File: src/rtl/add_serial_seq.sv
// add_serial_seq: operand FIFO, issue sequencer and result collector wrapped
// around the serial adder. One operand pair is in flight at a time; the adder
// is started with an add_en pulse and returned from DONE to IDLE with a second
// pulse once the result has been handed downstream.
//
// state     | meaning
// ----------+-----------------------------------------------------------------
// S_IDLE    | adder idle; pops FIFO head into add_a/add_b when non-empty
// S_ISSUE   | add_en high for one cycle, wait counter loaded
// S_WAIT    | counting down the adder latency, operands held stable
// S_HOLD    | result captured, res_valid high until res_ready
// S_RELEASE | add_en high for one cycle to return the adder to IDLE
module add_serial_seq #(
    parameter int WIDTH   = 8,
    parameter int DEPTH   = 4,
    parameter int LATENCY = 10
) (
    input  logic             clk,
    input  logic             rst,
    input  logic             in_valid,
    output logic             in_ready,
    input  logic [WIDTH-1:0] in_a,
    input  logic [WIDTH-1:0] in_b,
    output logic             add_en,
    output logic [WIDTH-1:0] add_a,
    output logic [WIDTH-1:0] add_b,
    input  logic [WIDTH-1:0] add_out,
    output logic             res_valid,
    input  logic             res_ready,
    output logic [WIDTH-1:0] res_sum,
    output logic             busy
);
    localparam int AW = $clog2(DEPTH);
    localparam int CW = $clog2(LATENCY);
    localparam logic [CW-1:0] WAIT_LOAD = CW'(LATENCY - 1);
    localparam logic [AW:0]   FULL_CNT  = (AW + 1)'(DEPTH);

    typedef enum logic [2:0] {
        S_IDLE,
        S_ISSUE,
        S_WAIT,
        S_HOLD,
        S_RELEASE
    } state_t;

    state_t           r_state;
    state_t           w_next;
    logic [WIDTH-1:0] r_mem_a [DEPTH];
    logic [WIDTH-1:0] r_mem_b [DEPTH];
    logic [AW-1:0]    r_wr_ptr;
    logic [AW-1:0]    r_rd_ptr;
    logic [AW:0]      r_count;
    logic [CW-1:0]    r_wait;
    logic             r_add_en;
    logic [WIDTH-1:0] r_add_a;
    logic [WIDTH-1:0] r_add_b;
    logic             r_res_valid;
    logic [WIDTH-1:0] r_res_sum;
    logic             w_full;
    logic             w_empty;
    logic             w_push;
    logic             w_pop;

    // Ready depends only on the registered count, so a same-cycle pop never
    // opens the input while full.
    assign w_full  = (r_count == FULL_CNT);
    assign w_empty = (r_count == '0);
    assign w_push  = in_valid && !w_full;
    assign w_pop   = (r_state == S_IDLE) && !w_empty;

    assign in_ready  = !w_full;
    assign add_en    = r_add_en;
    assign add_a     = r_add_a;
    assign add_b     = r_add_b;
    assign res_valid = r_res_valid;
    assign res_sum   = r_res_sum;
    assign busy      = (r_state != S_IDLE) || !w_empty;

    // Operand storage; contents are don't-care until written, so no reset.
    always_ff @(posedge clk) begin
        if (w_push) begin
            r_mem_a[r_wr_ptr] <= in_a;
            r_mem_b[r_wr_ptr] <= in_b;
        end
    end

    // FIFO pointers and occupancy; push and pop together leave the count as is.
    always_ff @(posedge clk) begin
        if (!rst) begin
            r_wr_ptr <= '0;
            r_rd_ptr <= '0;
            r_count  <= '0;
        end else begin
            if (w_push) r_wr_ptr <= r_wr_ptr + AW'(1);
            if (w_pop)  r_rd_ptr <= r_rd_ptr + AW'(1);
            case ({w_push, w_pop})
                2'b10:   r_count <= r_count + (AW + 1)'(1);
                2'b01:   r_count <= r_count - (AW + 1)'(1);
                default: r_count <= r_count;
            endcase
        end
    end

    // State register.
    always_ff @(posedge clk) begin
        if (!rst) r_state <= S_IDLE;
        else      r_state <= w_next;
    end

    // Next-state decode.
    always_comb begin
        w_next = r_state;
        unique case (r_state)
            S_IDLE:    if (!w_empty) w_next = S_ISSUE;
            S_ISSUE:   w_next = S_WAIT;
            S_WAIT:    if (r_wait == '0) w_next = S_HOLD;
            S_HOLD:    if (res_ready) w_next = S_RELEASE;
            S_RELEASE: w_next = S_IDLE;
            default:   w_next = S_IDLE;
        endcase
    end

    // Registered adder controls, wait counter and result capture.
    always_ff @(posedge clk) begin
        if (!rst) begin
            r_add_en    <= 1'b0;
            r_add_a     <= '0;
            r_add_b     <= '0;
            r_wait      <= '0;
            r_res_valid <= 1'b0;
            r_res_sum   <= '0;
        end else begin
            r_add_en <= (w_next == S_ISSUE) || (w_next == S_RELEASE);
            if (w_pop) begin
                r_add_a <= r_mem_a[r_rd_ptr];
                r_add_b <= r_mem_b[r_rd_ptr];
            end
            if (r_state == S_ISSUE) begin
                r_wait <= WAIT_LOAD;
            end else if ((r_state == S_WAIT) && (r_wait != '0)) begin
                r_wait <= r_wait - CW'(1);
            end
            if ((r_state == S_WAIT) && (r_wait == '0)) begin
                r_res_sum   <= add_out;
                r_res_valid <= 1'b1;
            end else if ((r_state == S_HOLD) && res_ready) begin
                r_res_valid <= 1'b0;
            end
        end
    end
endmodule
File: config.mk
export PLATFORM = sky130hd
export DESIGN_NAME = add_serial_seq
export DESIGN_NICKNAME = d
export VERILOG_FILES = /design/src/rtl/add_serial_seq.sv
export SDC_FILE = /design/constraint.sdc
export NUM_CORES = 1
export LEC_CHECK = 0
export BUFFER_PORTS_ARGS = -buffer_cell sky130_fd_sc_hd__buf_2
export CORE_ASPECT_RATIO = 0.9
export CORE_MARGIN = 5
export CORE_UTILIZATION = 61
export DETAILED_ROUTE_END_ITERATION = 16
export HOLD_SLACK_MARGIN = 0.15
export PLACE_DENSITY = 0.84
export SLEW_MARGIN = 10
export SYNTH_ARGS = -nofsm -noshare
export SYNTH_HDL_FRONTEND = slang
export SYNTH_SLANG_ARGS = --single-unit
File: constraint.sdc
create_clock -name clk -period 5.1 [get_ports clk]
set_input_delay 0.765 -clock clk [delete_from_list [all_inputs] [get_ports clk]]
set_output_delay 0.765 -clock clk [all_outputs]
set_load 0.01 [all_outputs]
* Word level (Yosys, flattened, before mapping)
Memories as Yosys holds them, arrays and structs flattened. A register that Yosys moved wholly into a read port is not among the register bits.
Index checks and enable logic that the tools add are counted.
** Storage, ports and cells
- Input port bits :: 28
- Memory bits (writable) :: 64
- Memories :: 2
- Output and inout port bits :: 28
- Logic and storage cells :: 56
- Register bits after elaboration :: 24
** Memories
- r_mem_a :: depth 4, width 8, read ports 1, clocked after memory_dff 1, write ports 1, RTL line 48 : logic [WIDTH-1:0] r_mem_a [DEPTH];
- r_mem_b :: depth 4, width 8, read ports 1, clocked after memory_dff 1, write ports 1, RTL line 49 : logic [WIDTH-1:0] r_mem_b [DEPTH];
** Cells by class
- Mux-type cells :: 11
- Bitwise operators :: 1
- Add/subtract/negate cells :: 5
- Equality and inequality tests :: 8
- Reductions and logical operators :: 20
** Operator list (count)
- 3-bit one-hot mux with 4 select lines :: 1
- 3-bit 2-to-1 mux :: 3
- 4-bit 2-to-1 mux :: 2
- 3-bit by 1-bit == test with 1-bit output, second input constant :: 2
- 3-bit by 2-bit == test with 1-bit output, second input constant :: 2
- 3-bit == test, second input constant :: 2
- 3-bit logical NOT :: 2
- 3-bit one-hot mux with 2 select lines :: 1
- 2-bit nonzero test :: 3
- 1-bit logical AND :: 5
- 2-bit by 1-bit adder with 2-bit output, second input constant :: 2
- 1-bit logical NOT :: 4
- 4-bit logical NOT :: 1
- 1-bit 2-to-1 mux :: 4
- 4-bit nonzero test :: 1
- 4-bit by 1-bit subtractor with 4-bit output, second input constant :: 1
- 3-bit by 1-bit adder with 3-bit output, second input constant :: 1
- 3-bit nonzero test :: 1
- 3-bit by 1-bit subtractor with 3-bit output, second input constant :: 1
- 2-bit by 1-bit == test with 1-bit output, second input constant :: 1
- 2-bit == test, second input constant :: 1
- 1-bit logical OR :: 2
- 2-bit OR reduction :: 1
- 1-bit inverter :: 1

* Logic depth before layout (Yosys ltp)
- Depth in word-level cells :: 5
- Gate-level depth with buffers :: 10
- Gate-level depth less buffers :: 9

* Worst setup path before layout
Ideal clock, no wire load.
- Kind :: reg2reg
- Start :: register r_state[1]
- End :: register r_count[2]
- Cell stages (with the launch flop) :: 11
- Data arrival time :: 2.458 ns
- Period minus slack after synthesis :: 2.532 ns
- Setup time :: 0.074 ns
- Data required time :: 5.026 ns
- Path buffers :: 1
- Slack :: 2.568 ns
- Cells stage by stage :: dfxtp_1 -> or3_4 -> or2_1 -> clkinv_1 -> buf_4 -> ha_1 -> inv_1 -> fa_1 -> xor2_1 -> or3_1 -> a21oi_1
** On the way
- Word-level cells in the longest chain between the ends :: 4
- Elaborated cells on any way between the ends :: 6
- Those cells by class :: 2 x eq/ne; 1 x mux; 3 x reduce/logical
** Ends and longest elaborated chain
- from (decl) :: RTL line 46 : state_t r_state;
- from (signal assigned) :: RTL line 107 : else r_state <= w_next;
- 3-bit logical NOT * :: RTL line 69 : assign w_pop = (r_state == S_IDLE) && !w_empty;
- 1-bit logical AND * :: RTL line 69
- named net w_pop :: RTL line 62 : logic w_pop;
- 2-bit by 1-bit == test with 1-bit output or 2-bit == test (tied branches) :: RTL line 96 : case ({w_push, w_pop})
- 3-bit one-hot mux with 2 select lines or 2-bit nonzero test (tied branches)
- to (signal assigned) :: RTL line 97 : 2'b10: r_count <= r_count + (AW + 1)'(1);
- to (signal assigned) :: RTL line 98 : 2'b01: r_count <= r_count - (AW + 1)'(1);
- to (signal assigned) :: RTL line 99 : default: r_count <= r_count;
- to (decl) :: RTL line 52 : logic [AW:0] r_count;
Mark *: on every way through the listed nets, which the timed path passes. The rest lies on a longest branch.
A chain may end at the register's enable or synchronous reset.

* Worst setup path in the final report
- Start :: register r_state[1]
- End :: register r_count[2]
** On the way
- Word-level cells in the longest chain between the ends :: 4
- Elaborated cells on any way between the ends :: 6
- Those cells by class :: 2 x eq/ne; 1 x mux; 3 x reduce/logical
** Ends and longest elaborated chain (RTL line)
- 3-bit logical NOT * :: 69
- 1-bit logical AND * :: 69
- 2-bit by 1-bit == test with 1-bit output or 2-bit == test (tied branches) :: 96
- 3-bit one-hot mux with 2 select lines or 2-bit nonzero test (tied branches)
Every way passes the cells marked *; elsewhere a longest branch is shown, timed or not.

==> flow_metrics.tcl <==
set metrics [dict create \
    dr.pass1.iters 4 \
    final_cell_mix "64 x edfxtp_1, 55 x buf_2, 40 x dfxtp_1, 20 x nand2_1, 18 x a21oi_1" \
    peakVddDrop_mv 0.295 \
    cts_hold_buffers 0 \
    synth_fa_ha_area_frac 0.0237 \
    synth_compound_area_frac 0.0884 \
    timing.fmax_mhz 354 \
    total_leakage_power_nw 1.63 \
    hp-class "reg2reg" \
    muxShareOfSynthArea 0.0897 \
    die_width_microns 95.6 \
    crit_fanout 17 \
    hold_path_depth 2 \
    vias 2386 \
    synth_cell_types 35 \
    topRoutingLayerUsed "met4" \
    area_growth_pct 12.7 \
    fillers 452 \
    ys_seq_elements 104 \
    finalSetupViolations 0 \
    cts-htree-levels 3 \
    syn-num-nets 307 \
    port_buffers 55 \
    yosys_most_used_dff "edfxtp_1" \
    diodes 0 \
    setup_ws_ps 2280 \
    cts-resized-gates 0 \
    globalplace.congestion 0.827 \
    r2r_cells 9 \
    via_per_inst 5.68 \
    ys_top_cells_by_area "edfxtp_1 48%, dfxtp_1 20%, mux4_2 9.0%" \
    cts_buffers 9 \
    wire_per_inst_microns 17.2 \
    critPathKind "reg2reg" \
    synth_xor_xnor_area_share 0.00436 \
    worstPathRequired_ps 5370 \
    layout_commonest_cell "edfxtp_1" \
    drc_errors 0 \
    cp.depth 9 \
    cts.path.max_buffers 2 \
    dieArea_sq_mm 0.00831 \
    cts_tree "yes" \
    yosysTopAreaCellShare 0.478 \
    cts.sinks 104 \
    slew_viol_final 0 \
    hold_viol 0 \
    period_needed_ps 2820 \
    drive_gt1_frac 0.288 \
    cp-start-kind "register" \
    fp.dieH_microns 87 \
    wl_met3_microns 618 \
    crit_slowest_cell "or3_4" \
    wl_met1_mm 2.81 \
    worstSetupEndpointType "register" \
    synth_edf_count 64 \
    cts-root-buf "clkbuf_8" \
    grt_pass1_vias 2467 \
    syn_inst 272 \
    worst_clock_skew_ps 11.5 \
    yosysTopAreaCell "edfxtp_1" \
    floorplan.initialDensity 0.620 \
    syn_area_sq_mm 0.00402 \
    totalWireLength_mm 7.24 \
    pin_count 56 \
    antenna_found_initial 0 \
    finalCritPeriodShare 0.554 \
    place.detailed.hpwl_mm 4.95 \
    critPathBufInv 2 \
    final.setup.tns_ps 0 \
    synth_warnings 0 \
    ant_nets 0 \
    core-area_sq_mm 0.00648 \
    synth-simple-area-share 0.0875 \
    drv_cap 0 \
    insertion_delay_ps 360 \
    relSlewSlack 0.245 \
    grt_max_degree 21 \
    num_rows 28 \
    clk_pin_slew_ps 100 \
    overflow 0 \
    synthArstFlopShare 0 \
    postCtsSetupBuffers 0 \
    met2WireLength_mm 3.78 \
    track_usage 0.193 \
    rsz0062_at_grt "false" \
    drt_iter0_drc 82 \
    crit_chain "or3_4, or2_1, clkinv_1, ha_1, inv_1, fa_1, xor2_1, or3_1, a21oi_1" \
    grt_pass1_wl_mm 12.0 \
    synth_seq_area_share 0.677 \
    pre_cts_ws_ps 2300 \
    p_per_area_mw_per_mm2 500 \
    tightest_slew_ps 1130 \
    synth_top_family_by_area "multiplexers" \
    path_delay_family "simple AND/OR/NAND/NOR gates" \
    status "finished, final reports clean" \
    worst_ep_arrival_time_ps 3100 \
    crit_path_max_incr_delay_ps 450 \
    post_synth.cell_area_avg_sq_um 14.8 \
    nNetsFinal 360 \
]
-- synthesized netlist by cell type, drive strengths merged, types with 3 or more instances --
master,count
o2bb2ai,17
inv,9
clkbuf,8
dfxtp,40
buf,7
edfxtp,64
and3,4
mux4,16
ha,6
o21ai,13
nor3b,3
a21oi,18
nor2,6
or3b,4
nand2,20
nand3,12
or3,4
-- path summary, 6_finish.rpt --
kind	slack [ps]	to	startpoint
min reg2reg	480	add_a[5]	add_a[5]
max reg2reg	2280	r_count[2]	r_state[1]
min	480	add_a[5]	add_a[5]
max	2280	r_count[2]	r_state[1]
-- tightest hold or removal path: cells and delay by family (launching register included) --
family | cells | cell delay (ps)
AOI/OAI and AO/OA | 1 | 60
and+or+nand+nor | 1 | 50
DFF | 1 | 320
-- registers in the layout, summed over array words and instances, names as in the netlist, 2 cells and up --
| name | flops |
|---|---|
| add_a | 8 |
| add_b | 8 |
| r_rd_ptr | 2 |
| res_sum | 8 |
| r_wr_ptr | 2 |
| r_mem_a | 32 |
| r_wait | 4 |
| r_count | 3 |
| r_state | 3 |
| r_mem_b | 32 |
-- cells by family after synthesis --
| logic type | count (synthesis) |
|---|---|
| DFF | 104 |
| AOI/OAI and AO/OA | 55 |
| muxes | 16 |
| xor gates and xnor gates | 2 |
| adders and majority gates | 7 |
| and+or+nand+nor | 62 |
| buffers and inverters | 26 |
-- per-stage QoR --
step	utilization	area, sq um	hold slack, ps	power [mW]	instances
CTS	0.699	4530	480	2.28	420
global route	0.699	4530	496	2.40	420
finish	0.699	4530	478	2.26	420
floorplan	-	4020	451	1.61	272
detailed placement	0.671	4350	464	1.82	404
global placement	0.671	4350	450	1.79	404
-- area by class of cell --
class | count | area, sq um | area share
multi-input cells | 142 | 1180 | 0.260
well taps | 90 | 113 | 0.0249
inverters | 11 | 41.3 | 0.00912
clock buffers | 9 | 124 | 0.0273
repair buffers | 57 | 290 | 0.0641
clock inverters | 7 | 58.8 | 0.0130
flip-flops and latches | 104 | 2720 | 0.601
-- where the power goes --
part	leakage (nW)	total, mW	internal [mW]	switching, mW
sequential	0.914	1.15	1.05	0.104
combinational	0.613	0.643	0.274	0.368
clock	0.0978	0.469	0.187	0.283
-- per-layer routing --
layer  up-vias  track usage
met5         -            0
met4         0       0.0504
met3         6       0.0666
met2        85        0.328
met1      1154        0.235
li1       1141            -
Note: power is estimated with default switching activity, not from simulation.
